File: src/rtl/lfsr_seq_ctrl_if.sv
`default_nettype none
// +----------------------------------------------------------------------------+
// | lfsr_seq_ctrl_if : command, response and LFSR-datapath signals for the   |
// |                    LFSR sequencer.                     Revision 1.0        |
// +----------------------------------------------------------------------------+
interface lfsr_seq_ctrl_if #(
  parameter int WIDTH = 16,
  parameter int CNT_W = 17
);
  logic             cmd_valid;
  logic             cmd_ready;
  logic             cmd_mode;
  logic [WIDTH-1:0] cmd_seed;
  logic [CNT_W-1:0] cmd_steps;

  logic             lfsr_load;
  logic [WIDTH-1:0] lfsr_seed;
  logic             lfsr_en;
  logic [WIDTH-1:0] lfsr_q;

  logic             rsp_valid;
  logic             rsp_ready;
  logic [WIDTH-1:0] rsp_q;
  logic [CNT_W-1:0] rsp_count;
  logic             rsp_err;

  // Controller side.
  modport slave (
    input  cmd_valid, cmd_mode, cmd_seed, cmd_steps, lfsr_q, rsp_ready,
    output cmd_ready, lfsr_load, lfsr_seed, lfsr_en,
    output rsp_valid, rsp_q, rsp_count, rsp_err
  );

  // Command source / response sink / LFSR side.
  modport master (
    output cmd_valid, cmd_mode, cmd_seed, cmd_steps, lfsr_q, rsp_ready,
    input  cmd_ready, lfsr_load, lfsr_seed, lfsr_en,
    input  rsp_valid, rsp_q, rsp_count, rsp_err
  );
endinterface
`default_nettype wire

File: src/rtl/lfsr_seq_ctrl.sv
`default_nettype none
// +----------------------------------------------------------------------------+
// | lfsr_seq_ctrl : loads an external Galois LFSR, then steps it N times or  |
// |                 measures its period, and reports the result.  Rev 1.0      |
// +----------------------------------------------------------------------------+
module lfsr_seq_ctrl #(
  parameter int WIDTH   = 16,
  parameter int CNT_W   = 17,
  parameter int TIMEOUT = 65536
) (
  input  logic                  clk_i,
  input  logic                  rst_i,
  lfsr_seq_ctrl_if.slave        ctrl_io
);

  localparam logic [CNT_W-1:0] c_TIMEOUT = CNT_W'(TIMEOUT);
  localparam logic             c_MODE_MEASURE = 1'b1;

  typedef enum logic [1:0] {
    IDLE = 2'd0,
    LOAD = 2'd1,
    RUN  = 2'd2,
    RESP = 2'd3
  } state_e;

  state_e           state_q, state_d;
  logic             mode_q, mode_d;
  logic [WIDTH-1:0] seed_q, seed_d;
  logic [CNT_W-1:0] steps_q, steps_d;
  logic [CNT_W-1:0] cnt_q, cnt_d;
  logic [WIDTH-1:0] rsp_q_q, rsp_q_d;
  logic [CNT_W-1:0] rsp_cnt_q, rsp_cnt_d;
  logic             rsp_err_q, rsp_err_d;

  logic             cmd_ready_w;
  logic             lfsr_load_w;
  logic [WIDTH-1:0] lfsr_seed_w;
  logic             lfsr_en_w;
  logic             rsp_valid_w;

  always_ff @(posedge clk_i) begin
    if (rst_i) begin
      state_q   <= IDLE;
      mode_q    <= 1'b0;
      seed_q    <= '0;
      steps_q   <= '0;
      cnt_q     <= '0;
      rsp_q_q   <= '0;
      rsp_cnt_q <= '0;
      rsp_err_q <= 1'b0;
    end else begin
      state_q   <= state_d;
      mode_q    <= mode_d;
      seed_q    <= seed_d;
      steps_q   <= steps_d;
      cnt_q     <= cnt_d;
      rsp_q_q   <= rsp_q_d;
      rsp_cnt_q <= rsp_cnt_d;
      rsp_err_q <= rsp_err_d;
    end
  end

  always_comb begin
    state_d     = state_q;
    mode_d      = mode_q;
    seed_d      = seed_q;
    steps_d     = steps_q;
    cnt_d       = cnt_q;
    rsp_q_d     = rsp_q_q;
    rsp_cnt_d   = rsp_cnt_q;
    rsp_err_d   = rsp_err_q;
    cmd_ready_w = 1'b0;
    lfsr_load_w = 1'b0;
    lfsr_seed_w = '0;
    lfsr_en_w   = 1'b0;
    rsp_valid_w = 1'b0;

    case (state_q)
      IDLE: begin
        cmd_ready_w = !rst_i;
        if (ctrl_io.cmd_valid && cmd_ready_w) begin
          mode_d  = ctrl_io.cmd_mode;
          seed_d  = ctrl_io.cmd_seed;
          steps_d = ctrl_io.cmd_steps;
          // An all-zero seed locks up a Galois LFSR, so reject it without loading.
          if (ctrl_io.cmd_seed == '0) begin
            rsp_q_d   = '0;
            rsp_cnt_d = '0;
            rsp_err_d = 1'b1;
            state_d   = RESP;
          end else begin
            state_d = LOAD;
          end
        end
      end

      LOAD: begin
        lfsr_load_w = 1'b1;
        lfsr_seed_w = seed_q;
        cnt_d       = '0;
        state_d     = RUN;
      end

      RUN: begin
        // Exit checks look at the LFSR value before this cycle's step.
        if ((mode_q == c_MODE_MEASURE) && (cnt_q != '0) && (ctrl_io.lfsr_q == seed_q)) begin
          rsp_q_d   = ctrl_io.lfsr_q;
          rsp_cnt_d = cnt_q;
          rsp_err_d = 1'b0;
          state_d   = RESP;
        end else if ((mode_q != c_MODE_MEASURE) && (cnt_q == steps_q)) begin
          rsp_q_d   = ctrl_io.lfsr_q;
          rsp_cnt_d = cnt_q;
          rsp_err_d = 1'b0;
          state_d   = RESP;
        end else if ((mode_q == c_MODE_MEASURE) && (cnt_q == c_TIMEOUT)) begin
          rsp_q_d   = ctrl_io.lfsr_q;
          rsp_cnt_d = cnt_q;
          rsp_err_d = 1'b1;
          state_d   = RESP;
        end else begin
          lfsr_en_w = 1'b1;
          cnt_d     = cnt_q + CNT_W'(1);
        end
      end

      RESP: begin
        rsp_valid_w = 1'b1;
        if (ctrl_io.rsp_ready) begin
          state_d = IDLE;
        end
      end

      default: begin
        state_d = IDLE;
      end
    endcase
  end

  assign ctrl_io.cmd_ready = cmd_ready_w;
  assign ctrl_io.lfsr_load = lfsr_load_w;
  assign ctrl_io.lfsr_seed = lfsr_seed_w;
  assign ctrl_io.lfsr_en   = lfsr_en_w;
  assign ctrl_io.rsp_valid = rsp_valid_w;
  assign ctrl_io.rsp_q     = rsp_q_q;
  assign ctrl_io.rsp_count = rsp_cnt_q;
  assign ctrl_io.rsp_err   = rsp_err_q;

endmodule
`default_nettype wire
File: src/flat_wrapper.sv
// flat-port wrapper written by rule: the top's interface ports become plain ports
module lfsr_seq_ctrl_flat 
#(
  parameter int WIDTH   = 16,
  parameter int CNT_W   = 17,
  parameter int TIMEOUT = 65536
)
  (clk_i, rst_i, ctrl_io_cmd_valid, ctrl_io_cmd_mode, ctrl_io_cmd_seed, ctrl_io_cmd_steps, ctrl_io_lfsr_q, ctrl_io_rsp_ready, ctrl_io_cmd_ready, ctrl_io_lfsr_load, ctrl_io_lfsr_seed, ctrl_io_lfsr_en, ctrl_io_rsp_valid, ctrl_io_rsp_q, ctrl_io_rsp_count, ctrl_io_rsp_err);
  lfsr_seq_ctrl_if #(.WIDTH(WIDTH), .CNT_W(CNT_W)) ctrl_io_i ();
  input  logic clk_i;
  input  logic rst_i;
  input wire logic [$bits(ctrl_io_i.cmd_valid)-1:0] ctrl_io_cmd_valid;
  input wire logic [$bits(ctrl_io_i.cmd_mode)-1:0] ctrl_io_cmd_mode;
  input wire logic [$bits(ctrl_io_i.cmd_seed)-1:0] ctrl_io_cmd_seed;
  input wire logic [$bits(ctrl_io_i.cmd_steps)-1:0] ctrl_io_cmd_steps;
  input wire logic [$bits(ctrl_io_i.lfsr_q)-1:0] ctrl_io_lfsr_q;
  input wire logic [$bits(ctrl_io_i.rsp_ready)-1:0] ctrl_io_rsp_ready;
  output wire logic [$bits(ctrl_io_i.cmd_ready)-1:0] ctrl_io_cmd_ready;
  output wire logic [$bits(ctrl_io_i.lfsr_load)-1:0] ctrl_io_lfsr_load;
  output wire logic [$bits(ctrl_io_i.lfsr_seed)-1:0] ctrl_io_lfsr_seed;
  output wire logic [$bits(ctrl_io_i.lfsr_en)-1:0] ctrl_io_lfsr_en;
  output wire logic [$bits(ctrl_io_i.rsp_valid)-1:0] ctrl_io_rsp_valid;
  output wire logic [$bits(ctrl_io_i.rsp_q)-1:0] ctrl_io_rsp_q;
  output wire logic [$bits(ctrl_io_i.rsp_count)-1:0] ctrl_io_rsp_count;
  output wire logic [$bits(ctrl_io_i.rsp_err)-1:0] ctrl_io_rsp_err;
  assign ctrl_io_i.cmd_valid = ctrl_io_cmd_valid;
  assign ctrl_io_i.cmd_mode = ctrl_io_cmd_mode;
  assign ctrl_io_i.cmd_seed = ctrl_io_cmd_seed;
  assign ctrl_io_i.cmd_steps = ctrl_io_cmd_steps;
  assign ctrl_io_i.lfsr_q = ctrl_io_lfsr_q;
  assign ctrl_io_i.rsp_ready = ctrl_io_rsp_ready;
  assign ctrl_io_cmd_ready = ctrl_io_i.cmd_ready;
  assign ctrl_io_lfsr_load = ctrl_io_i.lfsr_load;
  assign ctrl_io_lfsr_seed = ctrl_io_i.lfsr_seed;
  assign ctrl_io_lfsr_en = ctrl_io_i.lfsr_en;
  assign ctrl_io_rsp_valid = ctrl_io_i.rsp_valid;
  assign ctrl_io_rsp_q = ctrl_io_i.rsp_q;
  assign ctrl_io_rsp_count = ctrl_io_i.rsp_count;
  assign ctrl_io_rsp_err = ctrl_io_i.rsp_err;
  lfsr_seq_ctrl #(.WIDTH(WIDTH), .CNT_W(CNT_W), .TIMEOUT(TIMEOUT)) u_core (.clk_i(clk_i), .rst_i(rst_i), .ctrl_io(ctrl_io_i));
endmodule
File: config.mk
export PLATFORM = sky130hd
export DESIGN_NAME = lfsr_seq_ctrl_flat
export DESIGN_NICKNAME = d
export VERILOG_FILES = /design/src/rtl/lfsr_seq_ctrl_if.sv /design/src/rtl/lfsr_seq_ctrl.sv /design/src/flat_wrapper.sv
export SDC_FILE = /design/constraint.sdc
export NUM_CORES = 1
export LEC_CHECK = 0
export CORE_ASPECT_RATIO = 1.25
export CORE_MARGIN = 2
export CORE_UTILIZATION = 35
export DETAILED_ROUTE_END_ITERATION = 8
export PLACE_DENSITY = 0.59
export SYNTH_ARGS = -nofsm -noshare
export SYNTH_HDL_FRONTEND = slang
export SYNTH_SLANG_ARGS = --single-unit
export TNS_END_PERCENT = 10
File: constraint.sdc
create_clock -name clk_i -period 6.73 [get_ports clk_i]
set_clock_uncertainty 0.1 [all_clocks]
set_input_delay 1.346 -clock clk_i [delete_from_list [all_inputs] [get_ports clk_i]]
set_output_delay 1.346 -clock clk_i [all_outputs]
set_load 0.02 [all_outputs]
==> results of run 1 <==
through the flow:
step	setup WS [ns]	utilization (%)	hold slack, ns
finish	1.56	47.8	0.376
global route	1.44	47.8	0.402
CTS	1.57	47.8	0.377
detailed placement	1.58	45.3	0.366
global placement	1.61	45.3	0.361
floorplan	2.97	-	0.361
final cells by class:
| cell class | count | area, sq um | area share (%) |
|---|---|---|---|
| Multi-Input combinational cell | 384 | 2450 | 42.1 |
| Sequential cell | 87 | 1740 | 30.0 |
| Timing Repair Buffer | 110 | 1090 | 18.7 |
| Clock buffer | 12 | 256 | 4.41 |
| Tap cell | 164 | 205 | 3.53 |
| Clock inverter | 3 | 42.5 | 0.732 |
| Inverter | 8 | 30.0 | 0.517 |
kinds of logic after synthesis:
| family | share of synthesized area (%) |
|---|---|
| buffers and inverters | 4.51 |
| adders and majority gates | 1.71 |
| muxes | 7.79 |
| DFF | 39.7 |
| AOI/OAI and AO/OA | 6.45 |
| xor gates and xnor gates | 6.99 |
| and+or+nand+nor | 32.8 |
layer usage:
metal  up-vias  share of wire [%]
met5         -                  0
met4         0                2.0
met3        17                4.8
met2       111                 49
met1      1751                 44
li1       1894                  -
state kept, by name, indices dropped and copies added, names as in the netlist:
name	count
u_core.cnt_q	17
u_core.ctrl_io.rsp_count	17
u_core.ctrl_io.rsp_err	1
u_core.ctrl_io.rsp_q	16
u_core.mode_q	1
u_core.seed_q	16
u_core.state_q	2
u_core.steps_q	17
synth_stat cells (2+ instances only):
library cell / n
nand2_1: 117
dfxtp_1: 87
nand2b_1: 38
nand3b_1: 36
mux2i_1: 33
clkbuf_1: 25
xor2_1: 20
and2_1: 16
xnor2_1: 15
a21oi_1: 13
nor3_1: 12
nor4_1: 11
nand3_1: 10
buf_2: 8
inv_1: 7
nor2_1: 7
ha_1: 6
a31oi_1: 5
nor2b_1: 5
nand4_1: 4
o21ai_0: 4
o22a_1: 4
buf_6: 3
a311oi_1: 2
a32o_1: 2
a41oi_1: 2
and3_1: 2
nor4b_1: 2
or3_1: 2
power groups by stage:
| stage | Combinational, mW | Clock, mW | Sequential, mW |
|---|---|---|---|
| final | 0.390 | 0.508 | 0.619 |
| after global routing | 0.433 | 0.545 | 0.626 |
| after CTS | 0.393 | 0.519 | 0.619 |
| after detailed placement | 0.392 | 0 | 0.631 |
| after global placement | 0.387 | 0 | 0.630 |
| after floorplan | 0.263 | 0 | 0.615 |
tightest hold or removal path, stage by stage (launching register included):
cell	delay, ns
dfxtp_1	0.31
nand2b_1	0.06
mux2i_1	0.06
worst max path at each step:
stage	startpoint	end	slack (ns)	depth (start not counted)
after floorplan	ctrl_io_lfsr_q[10]	ctrl_io_lfsr_en	2.97	6
after global routing	ctrl_io_lfsr_q[10]	ctrl_io_lfsr_en	1.44	8
final	ctrl_io_lfsr_q[10]	ctrl_io_lfsr_en	1.56	8
after global placement	ctrl_io_lfsr_q[9]	ctrl_io_lfsr_en	1.61	8
after CTS	ctrl_io_lfsr_q[10]	ctrl_io_lfsr_en	1.57	8
after detailed placement	ctrl_io_lfsr_q[10]	ctrl_io_lfsr_en	1.58	8
placed cells by master (no fill, tap or decap), types with 2 or more instances in the layout:
cell / Yosys / routed
a21oi_1: 13 / 13
a311oi_1: 2 / 2
a31oi_1: 5 / 5
a32o_1: 2 / 2
a41oi_1: 2 / 2
and2_1: 16 / 16
and3_1: 2 / 2
buf_4: 0 / 3
clkbuf_16: 0 / 9
clkbuf_8: 0 / 2
clkdlybuf4s50_1: 0 / 106
dfxtp_1: 87 / 87
ha_1: 6 / 6
inv_1: 7 / 7
mux2i_1: 33 / 33
nand2_1: 117 / 117
nand2b_1: 38 / 38
nand3_1: 10 / 10
nand3b_1: 36 / 36
nand4_1: 4 / 4
nor2_1: 7 / 6
nor2b_1: 5 / 4
nor3_1: 12 / 12
nor4_1: 11 / 11
nor4b_1: 2 / 2
o21ai_0: 4 / 4
o22a_1: 4 / 4
or3_1: 2 / 2
xnor2_1: 15 / 15
xor2_1: 20 / 20
==> results.yml, run 1 <==
detailed_routing:
  viasPerCell: 4.91
  route.vias.total: 3773
  drt-initial-drc-count: 205
  drt_pre_antenna_iters: 4
  drt_wl_total_mm: 12.2
  final_antenna_net_count: 0
  drc: 0
  routedWlPerCell_um: 15.9
clocking:
  cts-resized-gates: 0
  h-tree-depth: 3
  cts_tree: "yes"
  cts_setup_buffers: 0
  numClockSinks: 87
  clk_latency_ns: 0.34
  clk_pin_slew_ns: 0.06
  clock-root-buffer: "clkbuf_16"
  cts_buffers: 9
  ctsHoldBuffers: 0
  clockBufferDepth: 2
critical_path:
  slowest_delay_ns: 0.56
  path_buf_inv: 3
  end_kind: "primary output"
  regToRegStartpoint: "u_core.cnt_q[1]$_SDFFE_PP0P_"
  crit_family: "buffers and inverters"
  cp.arrival_ns: 3.72
  r2r_end: "u_core.ctrl_io.rsp_q[10]$_SDFFE_PP0P_"
  r2r_slack_ns: 3.65
  crit_required_ns: 5.28
  path_class: "input port to primary output"
  path_max_fanout: 12
  startpoint_type: "input port"
  rr_worst_depth: 9
  crit_top_cell: "clkdlybuf4s50_1"
  slowest_stage: "clkdlybuf4s50_1"
  path_cells: "clkdlybuf4s50_1 > xor2_1 > nor4_1 > o2111ai_1 > or2_1 > nand3b_2 > inv_2 > clkdlybuf4s50_1"
placed_design:
  dp_hpwl_mm: 8.88
  gp_congestion: 0.878
  io_buffers: 107
  post_dp_cell_area_sq_um: 5510
  place_inst: 753
timing:
  grt_setup_unrepaired: "no"
  fin_crit_sh_pct: 76.8
  finalHoldViolCount: 0
  worst_pin_slew_ns: 1.11
  slew_violations: 0
  finalSetupViolations: 0
  fin_tns_setup_ns: 0
  max_freq_mhz: 193
  slew_headroom_pct: 25.7
  finalCriticalPeriod_ns: 5.17
power_and_ir_drop:
  pwr-share-comb_pct: 25.7
  intPower_mw: 1.04
  p_clk_share_pct: 33.5
  powerDensity_nw_per_um2: 261
  power_mw: 1.52
  net-switching-power_uw: 473
  leakagePower_nw: 2.40
  p_sw_share_pct: 31.2
  peakVddDrop_mv: 0.134
  share_seq_of_total_power_pct: 40.8
synth:
  ys_ff_latch: 87
  ys_types: 46
  yosysSeqAreaShare_pct: 39.7
  synth_ff_type: "dfxtp_1"
  synthArstFlopShare_pct: 0
  synth_top_area_share_pct: 39.7
  synth_warnings: 0
  synth_fp_nets: 575
  avgSynthCellArea_sq_um: 8.51
  synth_enable_flop_cells: 0
  syn_area_sq_um: 4380
  synth_area_leaders: "dfxtp_1 (40%), nand2_1 (10%), mux2i_1 (7.5%)"
  yosys.area.top_type: "dfxtp_1"
  synthCells: 515
run:
  max_cap_viol_count: 0
global_routing:
  antenna_found_initial: 0
  grt_max_degree: 82
  grt_pass1_wl_mm: 19.7
  grt_util_met1_pct: 23.3
  met3_usage_pct: 4.23
  top_usage_layer: "met2"
  grt_pass1_vias: 3695
  grt.total_usage_pct: 18.7
  use_met2_pct: 31.4
  global_route.overflow_total: 0
final_layout:
  final_cells: 768
  antennaDiodeCount: 0
  nNetsFinal: 660
  synthToLayoutAreaGrowth_pct: 32.6
  fillCellCount: 1191
  drive_gt1_share_pct: 4.97
  fin_area_sq_um: 5810
die:
  die_y_um: 129
  dieArea_sq_um: 13400
  core_sq_um: 12200
  start_util_pct: 36.0
  die_x_um: 104
  pin_count: 108
  core.rowCount: 45
worst_hold_path:
  hold-path-endpoint: "u_core.ctrl_io.rsp_q[12]$_SDFFE_PP0P_"
  worstHoldStart: "u_core.ctrl_io.rsp_q[12]$_SDFFE_PP0P_"
  hold_path_class: "register to register"
  min_path_cells: 2
run_status:
  status: "finished clean"
No activity file was read; power rests on OpenSTA's default activity.
==> run 2: changes to the inputs <==
--- a/config.mk
+++ b/config.mk
@@ -9,7 +9,7 @@
 export CORE_MARGIN = 2
 export CORE_UTILIZATION = 35
 export DETAILED_ROUTE_END_ITERATION = 8
-export PLACE_DENSITY = 0.59
+export PLACE_DENSITY = 0.61
 export SYNTH_ARGS = -nofsm -noshare
 export SYNTH_HDL_FRONTEND = slang
 export SYNTH_SLANG_ARGS = --single-unit
==> constraint.sdc (replaced) <==
create_clock -name clk_i -period 4.6 [get_ports clk_i]
set_clock_uncertainty 0.1 [all_clocks]
set_input_delay 0.92 -clock clk_i [delete_from_list [all_inputs] [get_ports clk_i]]
set_output_delay 0.92 -clock clk_i [all_outputs]
set_load 0.02 [all_outputs]
==> run 2 against run 1 <==
Net effect:
- non-clock buffer count rose by 3
- via count rose by 0.19%
- combinational power rose by 48%
- worst setup slack got worse by 1.0 ns
- global-route usage fell by 0.14 points
- utilization fell by 0.093 points
- flip-flop and latch count did not move
- sequential power rose by 46%
- final cell count rose by 0.39%
- critical path type unchanged
==> results.yml, run 2 (synthesis results as in run 1) <==
final_layout:
  antennaDiodeCount: 0
  synthToLayoutAreaGrowth_pct: 32.4
  nNetsFinal: 663
  fin_util_pct: 47.7
  final_common_cell: "nand2_1"
  layout_common_cells: "nand2_1 (117), clkdlybuf4s50_1 (106), dfxtp_1 (87), nand2b_1 (38), nand3b_1 (36)"
  final_cells: 771
  drive_gt1_share_pct: 5.44
global_routing:
  grt_pass1_vias: 3741
  global_route.overflow_total: 0
  grt_pass1_wl_mm: 19.7
  antenna_found_initial: 0
  grt.total_usage_pct: 18.6
  grt_max_degree: 79
timing:
  max_freq_mhz: 246
  fin_crit_sh_pct: 88.3
  hold_ws_ns: 0.377
  finalSetupViolations: 0
  slew_headroom_pct: 23.3
  fin_tns_setup_ns: 0
  worst_pin_slew_ns: 1.15
  finalHoldViolCount: 0
  grt_setup_unrepaired: "no"
  finalCriticalPeriod_ns: 4.06
  slew_violations: 0
clocking:
  cts_tree: "yes"
  cts_setup_buffers: 0
  clk_latency_ns: 0.34
  ctsHoldBuffers: 0
  cts_buffers: 9
  numClockSinks: 87
  clk_pin_slew_ns: 0.06
  cts-resized-gates: 0
  clockBufferDepth: 2
  h-tree-depth: 3
  clock-root-buffer: "clkbuf_16"
detailed_routing:
  drt_pre_antenna_iters: 4
  drt_wl_total_mm: 12.2
  final_antenna_net_count: 0
  drc: 0
  route.vias.total: 3780
  viasPerCell: 4.90
  routedWlPerCell_um: 15.8
  drt-initial-drc-count: 253
worst_hold_path:
  hold_path_class: "register to register"
power_and_ir_drop:
  peakVddDrop_mv: 0.169
  powerDensity_nw_per_um2: 369
  leakagePower_nw: 2.40
  net-switching-power_uw: 685
  share_seq_of_total_power_pct: 42.2
  pwr-share-comb_pct: 26.9
  p_clk_share_pct: 30.9
  p_sw_share_pct: 32.0
  intPower_mw: 1.46
critical_path:
  cp.arrival_ns: 3.04
  slowest_stage: "clkdlybuf4s50_1"
  startpoint_type: "input port"
  path_max_fanout: 6
  r2r_slack_ns: 1.72
  crit_top_cell: "clkdlybuf4s50_1"
  path_class: "input port to primary output"
  crit_family: "buffers and inverters"
  end_kind: "primary output"
  slowest_delay_ns: 0.55
  path_buf_inv: 3
  path_cells: "clkdlybuf4s50_1 > xor2_1 > nor4_1 > nand3_1 > or2_1 > nand3b_2 > inv_2 > clkdlybuf4s50_1"
  crit_required_ns: 3.58
die:
  pin_count: 108
  dieArea_sq_um: 13400
  core.rowCount: 45
  start_util_pct: 36.0
  core_sq_um: 12200
  die_y_um: 129
  die_x_um: 104
placed_design:
  place_inst: 756
  dp_hpwl_mm: 8.92
  io_buffers: 107
  gp_congestion: 0.838
run:
  max_cap_viol_count: 0
run_status:
  status: "finished clean"
## run 2: cell count changes in the layout (fill, tap and decap cells not counted)
cell	before	now
clkbuf_8	2	1
buf_4	3	6
clkinv_2	1	3
bufinv_16	1	0
## run 2: tightest hold or removal path, delay by kind of cell, from the launching register on
| family | cells | cell delay [ns] |
|---|---|---|
| flip-flops | 1 | 0.31 |
| AND/OR/NAND/NOR | 1 | 0.06 |
| multiplexers | 1 | 0.06 |
## run 2: layer usage
layer	up-vias	share of wire [%]	GRT usage (%)
met2	113	49	31.6
met4	0	2.3	8.03
met1	1739	44	22.9
met3	17	5.0	3.82
li1	1911	-	-
met5	-	0	0
## run 2: metrics by stage
stage | setup WS, ns | cell area (sq um) | total power, mW
floorplan | 1.69 | 4380 | 1.28
global placement | 0.511 | 5540 | 1.49
detailed placement | 0.535 | 5540 | 1.50
CTS | 0.528 | 5800 | 2.17
global route | 0.401 | 5800 | 2.26
finish | 0.538 | 5800 | 2.14
## run 2: area by class of cell
cell class	instances	area, sq um
clock buffers	11	243
clock inverters	4	22.5
fillers	1171	6360
inverters	8	30.0
multi-input cells	384	2450
flip-flops and latches	87	1740
well taps	164	205
repair buffers	113	1110
## run 2: path summary, 6_finish.rpt
kind                                      endpoint                                   from  depth (start not counted)
max reg2reg           u_core.cnt_q[0]$_SDFFE_PP0P_         u_core.state_q[1]$_SDFFE_PP0P_                          8
min          u_core.ctrl_io.rsp_q[13]$_SDFFE_PP0P_  u_core.ctrl_io.rsp_q[13]$_SDFFE_PP0P_                          2
max                                ctrl_io_lfsr_en                     ctrl_io_lfsr_q[13]                          8
min reg2reg  u_core.ctrl_io.rsp_q[13]$_SDFFE_PP0P_  u_core.ctrl_io.rsp_q[13]$_SDFFE_PP0P_                          2
## run 2: power by group through the flow
stage,sequential (mW),combinational [mW],clock (mW)
6_report,0.904,0.577,0.662
3_5_place_dp,0.921,0.577,0
2_1_floorplan,0.900,0.384,0
5_1_grt,0.916,0.634,0.710
4_1_cts,0.905,0.581,0.684
3_3_place_gp,0.919,0.571,0
